<file path="src/rtl/ir_packer.sv">
// tiny8 instruction-word packer: packs field sets into 8-bit words, buffers them in a
// small FIFO and streams them to instruction memory at consecutive addresses.
module ir_packer #(
    parameter int                 DEPTH     = 4,
    parameter int                 ADDR_W    = 8,
    parameter logic [ADDR_W-1:0]  BASE_ADDR = '0
) (
    input  logic              clk,
    input  logic              rst,
    input  logic              in_valid,
    output logic              in_ready,
    input  logic [1:0]        in_opcode,
    input  logic [1:0]        in_rs,
    input  logic [1:0]        in_rd,
    input  logic [1:0]        in_delta2,
    input  logic [3:0]        in_imm4,
    input  logic              in_imm,
    input  logic              load_addr,
    input  logic [ADDR_W-1:0] addr_in,
    output logic              mem_write,
    output logic [ADDR_W-1:0] mem_addr,
    output logic [7:0]        mem_wdata,
    input  logic              mem_resp,
    output logic              busy,
    output logic [15:0]       words_written
);
    localparam int PW = $clog2(DEPTH);
    localparam int CW = PW + 1;

    typedef enum logic {IDLE, WRITE} state_t;

    state_t            state, state_nxt;
    logic [7:0]        fifo_mem [DEPTH];
    logic [PW-1:0]     wr_ptr, rd_ptr;
    logic [CW-1:0]     count;
    logic              push, pop;
    logic [ADDR_W-1:0] addr, addr_nxt, mem_addr_nxt;
    logic [7:0]        mem_wdata_nxt;
    logic              mem_write_nxt;
    logic [15:0]       ww_nxt;

    function automatic logic [7:0] pack_word(input logic [1:0] op, input logic [1:0] rs,
                                             input logic [1:0] rd, input logic [1:0] d2,
                                             input logic [3:0] imm4, input logic imm);
        return {op, rs, imm ? imm4 : {rd, d2}};
    endfunction

    assign in_ready = (count < CW'(DEPTH));
    assign push     = in_valid && in_ready;
    assign busy     = (count != '0) || (state == WRITE);

    always_ff @(posedge clk) begin
        if (rst) state <= IDLE;
        else     state <= state_nxt;
    end

    // An address load in IDLE takes priority over starting a queued write.
    always_comb begin
        state_nxt = state;
        case (state)
            IDLE:    if (!load_addr && (count != '0)) state_nxt = WRITE;
            WRITE:   if (mem_resp) state_nxt = IDLE;
            default: state_nxt = IDLE;
        endcase
    end

    always_comb begin
        mem_write_nxt = mem_write;
        mem_addr_nxt  = mem_addr;
        mem_wdata_nxt = mem_wdata;
        addr_nxt      = addr;
        ww_nxt        = words_written;
        pop           = 1'b0;
        case (state)
            IDLE: begin
                if (load_addr) begin
                    addr_nxt = addr_in;
                end else if (count != '0) begin
                    mem_write_nxt = 1'b1;
                    mem_addr_nxt  = addr;
                    mem_wdata_nxt = fifo_mem[rd_ptr];
                end
            end
            WRITE: begin
                if (mem_resp) begin
                    mem_write_nxt = 1'b0;
                    pop           = 1'b1;
                    addr_nxt      = addr + ADDR_W'(1);
                    ww_nxt        = words_written + 16'd1;
                end
            end
            default: ;
        endcase
    end

    always_ff @(posedge clk) begin
        if (rst) begin
            mem_write     <= 1'b0;
            mem_addr      <= BASE_ADDR;
            mem_wdata     <= 8'h00;
            addr          <= BASE_ADDR;
            words_written <= 16'd0;
        end else begin
            mem_write     <= mem_write_nxt;
            mem_addr      <= mem_addr_nxt;
            mem_wdata     <= mem_wdata_nxt;
            addr          <= addr_nxt;
            words_written <= ww_nxt;
        end
    end

    // The head stays in the FIFO until the write is acknowledged, so it counts toward occupancy.
    always_ff @(posedge clk) begin
        if (rst) begin
            wr_ptr <= '0;
            rd_ptr <= '0;
            count  <= '0;
        end else begin
            if (push) wr_ptr <= wr_ptr + PW'(1);
            if (pop)  rd_ptr <= rd_ptr + PW'(1);
            case ({push, pop})
                2'b10:   count <= count + CW'(1);
                2'b01:   count <= count - CW'(1);
                default: count <= count;
            endcase
        end
    end

    always_ff @(posedge clk) begin
        if (push) fifo_mem[wr_ptr] <= pack_word(in_opcode, in_rs, in_rd, in_delta2, in_imm4, in_imm);
    end

endmodule

</file>
<file path="config.mk">
export PLATFORM = sky130hd
export DESIGN_NAME = ir_packer
export DESIGN_NICKNAME = d
export VERILOG_FILES = /design/src/rtl/ir_packer.sv
export SDC_FILE = /design/constraint.sdc
export NUM_CORES = 1
export LEC_CHECK = 0
export ABC_AREA = 1
export CORE_ASPECT_RATIO = 1.5
export CORE_MARGIN = 5
export CORE_UTILIZATION = 57
export CTS_CLUSTER_SIZE = 20
export DETAILED_ROUTE_END_ITERATION = 8
export PLACE_DENSITY = 0.82
export SLEW_MARGIN = 20
export SYNTH_ARGS = -nofsm -noshare
export SYNTH_HDL_FRONTEND = slang
export SYNTH_SLANG_ARGS = --single-unit
</file>
<file path="constraint.sdc">
create_clock -name clk -period 3.4 [get_ports clk]
set_clock_uncertainty 0.2 [all_clocks]
set_input_delay 0.34 -clock clk [delete_from_list [all_inputs] [get_ports clk]]
set_output_delay 0.34 -clock clk [all_outputs]
set_load 0.01 [all_outputs]
</file>
# Word-level counts from Yosys, hierarchy flattened
# Memories as Yosys holds them, arrays and structs flattened. A register that Yosys moved wholly into a read port is not among the register bits.
# Cells that the tools add are included.
[classes]
n_eq_ne = 6
magnitude_cmp = 1
bitwise_logic = 2
n_mux = 16
n_reduce_logical = 10
add_sub_neg = 6
[ops]
columns = ["operator", "count"]
rows = [
  ["adder 16 x 1 -> 16 bit, second input constant", 1],
  ["two-way mux 8 bit", 2],
  ["one-hot mux 8 bit (2 select lines)", 1],
  ["two-way mux 1 bit", 9],
  ["adder 8 x 1 -> 8 bit, second input constant", 1],
  ["!= test 2 bit, second input constant", 4],
  ["one-hot mux 3 bit (2 select lines)", 1],
  ["AND reduction 3 bit", 2],
  ["adder 2 x 1 -> 2 bit, second input constant", 2],
  ["two-way mux 4 bit", 1],
  ["one-hot mux 1 bit (2 select lines)", 2],
  ["AND reduction 2 bit", 2],
  ["adder 3 x 1 -> 3 bit, second input constant", 1],
  ["less-than comparator 3 bit, second input constant", 1],
  ["nonzero test 3 bit", 1],
  ["subtractor 3 x 1 -> 3 bit, second input constant", 1],
  ["== test 2 x 1 -> 1 bit, second input constant", 1],
  ["== test 2 bit, second input constant", 1],
  ["logical AND 1 bit", 2],
  ["inverter 1 bit", 2],
  ["nonzero test 2 bit", 1],
  ["zero test 1 bit", 1],
  ["logical OR 1 bit", 1],
]
[totals]
elab_cells = 50
inputBits = 26
ramBits = 32
out_inout_bits = 35
register_bits = 41
mem_count = 1
[memory_table]
columns = ["name", "words", "word_bits", "rd", "rd_ports_with_merged_regs", "wr", "line", "text"]
rows = [
  ["fifo_mem", 4, 8, 1, 1, 1, "33", "logic [7:0] fifo_mem [DEPTH];"],
]

# Logic depth before layout (Yosys ltp)
[depth]
depth_word = 4
mapped_depth = 11
mapped_depth_nobuf = 9

# Worst setup path before layout
# Ideal clock, no wire load.
[synth_path]
path_kind = "flip-flop to flip-flop"
start = "register state"
end = "register count[2]"
path_buffers = 2
setup_ns = 0.123
t_arrival_ns = 1.774
stages_incl_launch_ff = 12
path_slack_ns = 1.303
synth_period_minus_slack_ns = 2.097
cell_sequence = "dfxtp_1 > buf_6 > nand2_8 > inv_8 > buf_2 > ha_1 > inv_1 > fa_1 > a21oi_1 > o21ai_0 > o21ai_0 > a21oi_1"
[synth_between]
elab_chain_cells = 3
word_cells_on_any_way = 5
cone_classes = "eq/ne: 2; mux: 2; reduce/logical: 1"
[synth_lines]
columns = ["item", "line", "text"]
rows = [
  ["start: declaration", "32", "state_t state, state_nxt;"],
  ["start signal: assignment", "54", "else state <= state_nxt;"],
  ["two-way mux 1 bit *", "74", "case (state)"],
  ["via pop", "36", "logic push, pop;"],
  ["== test 2 x 1 -> 1 bit or == test 2 bit (tied branches)", "121", "case ({push, pop})"],
  ["one-hot mux 3 bit (2 select lines) or nonzero test 2 bit (tied branches)", "-", ""],
  ["end signal: assignment", "122", "2'b10: count <= count + CW'(1);"],
  ["end signal: assignment", "123", "2'b01: count <= count - CW'(1);"],
  ["end signal: assignment", "124", "default: count <= count;"],
  ["end: declaration", "35", "logic [CW-1:0] count;"],
]
# The timed path passes the listed nets; every way through them passes the cells marked *.
# A chain may end at the register's enable or synchronous reset.

# Final worst setup path
[layout_path]
start = "register state"
end = "output busy"
[layout_between]
elab_chain_cells = 1
[layout_lines]
columns = ["item", "line", "text"]
rows = [
  ["logical OR 1 bit", "50", "assign busy = (count != '0) || (state == WRITE);"],
  ["end: declaration", "24", "output logic busy,"],
]
# No other way between the ends.

==> results.py <==
metrics = {
    "synthesis": {
        "yosysTopAreaCell": "dfxtp_1",
        "syn_nets": 424,
        "syn-cell-area_um2": 3538,
        "ys_types": 36,
        "ys_async_sr_fraction_pct": 0,
        "synth_edf_count": 32,
        "synth_cells": 390,
        "avgSynthCellArea_um2": 9.073,
        "netlist.area_leader.share_pct": 27.72,
        "synth_commonest_cells": "74 x nor2_1, 49 x dfxtp_1, 48 x o21ai_0, 46 x nand2_1, 37 x inv_1",
        "ys_seq_area_share_pct": 54.88,
        "synthTopCellsByArea": "dfxtp_1 28%, edfxtp_1 27%, nor2_1 7.9%, o21ai_0 6.8%, nand2_1 4.9%",
        "ys_ff_latch": 81,
        "ys_warn_count": 0,
        "yosysMostFrequentCell": "nor2_1",
        "synthFlopType": "dfxtp_1",
    },
    "detailed_routing": {
        "via_per_inst": 5.432,
        "drtPass1Iterations": 4,
        "vias": 2895,
        "wl_per_cell_um": 14.78,
        "route.antenna.remaining_nets": 0,
        "wl_um": 7876,
        "drtIter0Drc": 177,
        "drc": 0,
    },
    "worst_setup_path": {
        "worstSetupPathType": "register to output pin",
        "crit_path_start_kind": "register",
        "crit_fanout": 10,
        "critPathRequiredTime_ns": 2.86,
        "timing.critical_path.slowest_cell_delay_ns": 0.69,
        "slowest_stage": "dfxtp_1",
        "cp_cell_sequence": "inv_2 -> nand2_1 -> clkdlybuf4s50_1",
        "arrival_ns": 1.89,
        "worst_setup_path_end_kind": "output pin",
    },
    "clocking": {
        "clock_sinks": 81,
        "tritoncts": "done",
        "cts_setup_buffers": 0,
        "cts_buffer_depth": 2,
        "clkTransAtPathRegs_ns": 0.08,
        "numCtsBuffers": 9,
        "h-tree-depth": 3,
        "root_buffer": "clkbuf_8",
        "cts_hold_buf": 0,
        "insertion_delay_ns": 0.35,
        "cts_resized": 0,
    },
    "finish": {
        "syn_to_final_growth_pct": 25.46,
        "antennaDiodeCount": 0,
        "nets": 488,
        "drive_gt1_share_pct": 8.932,
        "multi_input_area_um2": 1366,
        "seq_area_um2": 1942,
        "nFillCells": 438,
    },
    "placed_design": {
        "place_hpwl_um": 5640,
        "dp_slack_ns": 0.8155,
        "numPortBuffers": 60,
        "place.gp.congestion": 0.8465,
    },
    "pwr": {
        "leakage_nw": 1.664,
        "clkPwrFrac_pct": 36.4,
        "p_sw_w": 0.0005747,
        "powerDensity_nw_per_um2": 517.1,
        "intPower_w": 0.001721,
        "seqPwrFrac_pct": 49.2,
        "irDropWorstVdd_mv": 0.4031,
        "swShare_pct": 25.04,
        "p_comb_share_pct": 14.4,
    },
    "die": {
        "io_pins": 61,
        "die_h_um": 106.5,
        "die_area_um2": 7916,
        "initial_utilization_pct": 58.13,
        "core_um2": 6087,
        "die_w_um": 74.33,
        "rows": 35,
    },
    "timing": {
        "tns_ns": 0,
        "post-route-period-util_pct": 71.45,
        "tightest_slew_ns": 0.8922,
        "fmax_ghz": 0.4116,
        "slew_violations": 0,
        "report.final.setup_viol": 0,
        "hold_violations": 0,
        "slew-limit-headroom_pct": 40.30,
        "period_needed_ns": 2.429,
        "layout_setup_ws_ns": 0.9707,
        "rsz0062_at_grt": "false",
    },
    "global_route": {
        "grt-busiest-layer": "met2",
        "met2_usage_pct": 37.75,
        "met3_usage_pct": 4.257,
        "gr-usage-met1_pct": 23.08,
        "grt_overflow": 0,
        "grt_max_degree": 19,
        "antenna_found_initial": 0,
        "grtUsageTotal_pct": 20.61,
        "grt_pass1_vias": 2779,
        "grt_pass1_wl_um": 12560,
    },
    "run_status": {
        "run_status": "finished clean",
    },
    "job": {
        "maxCapViolations": 0,
    },
    "hold_path": {
        "worstHoldPathType": "register to register",
    },
}
## kinds of logic after synthesis
| group | synth area share [%] |
|---|---|
| AND/OR/NAND/NOR | 18.49 |
| XOR/XNOR | 1.238 |
| AO/OA/AOI/OAI | 14.29 |
| multiplexers | 1.556 |
| buffers and inverters | 6.506 |
| adder cells (fa/ha/maj) | 3.041 |
| flip-flops | 54.88 |
## routing by layer
metal	wire length [µm]	part of all wire, %
met2	4282	54
met1	2996	38
met3	451	5.7
met4	146	1.9
met5	0	0
## layout by cell type, fill, tap and decap left out, types with 5 or more instances in the layout
master           netlist  final
clkbuf_8               0      9
dfxtp_1               49     49
inv_1                 37     37
o21ai_0               48     48
o22ai_1               10     10
clkdlybuf4s50_1        0     60
edfxtp_1              32     32
nand2_1               46     46
nand3_1                9      9
a21oi_1               23     23
xor2_1                 5      5
ha_1                   7      7
nor2_1                74     74
## registers in the layout, indices dropped and copies added, names as in the netlist
name	flops
words_written	16
state	1
mem_write	1
count	3
mem_wdata	8
fifo_mem	32
addr	8
mem_addr	8
rd_ptr	2
wr_ptr	2
## metrics by stage
stage               power [W]  util, %  hold WS [ns]  instances  cell area (µm²)
floorplan            0.001330        -        0.2389        390             3538
global placement     0.001471    68.94        0.2561        517             4197
detailed placement   0.001483    68.94        0.2606        517             4197
CTS                  0.002309    72.93        0.2727        533             4439
global route         0.002387    72.93        0.3098        533             4439
finish               0.002295    72.93        0.2707        533             4439
## worst paths after layout
path | startpoint | to | slack (ns) | cells past startpoint
max reg2reg | state | count[2] | 1.01 | 9
max | state | busy | 0.97 | 3
min reg2reg | addr[5] | addr[5] | 0.27 | 2
min | addr[5] | addr[5] | 0.27 | 2
## worst max-delay path, delay by kind of cell, from the launching register on
family	cells	cell delay, ns
buffers and inverters	2	0.72
and+or+nand+nor	1	0.13
DFF	1	0.69
## power groups by stage
stage               registers (W)  clock network [W]  logic [W]
floorplan                 0.00115                  0   0.000181
global placement          0.00115                  0   0.000322
detailed placement        0.00115                  0   0.000330
CTS                       0.00113           0.000845   0.000333
global route              0.00114           0.000881   0.000367
finish                    0.00113           0.000835   0.000330
## cell type report
class / instances / area share, %
Clock inverter: 7 / 2.678
Timing Repair Buffer: 64 / 14.21
Clock buffer: 9 / 2.790
Inverter: 42 / 3.720
Multi-Input combinational cell: 256 / 30.78
Sequential cell: 81 / 43.74
Tap cell: 74 / 2.086
Note: power is estimated with default switching activity, not from simulation.
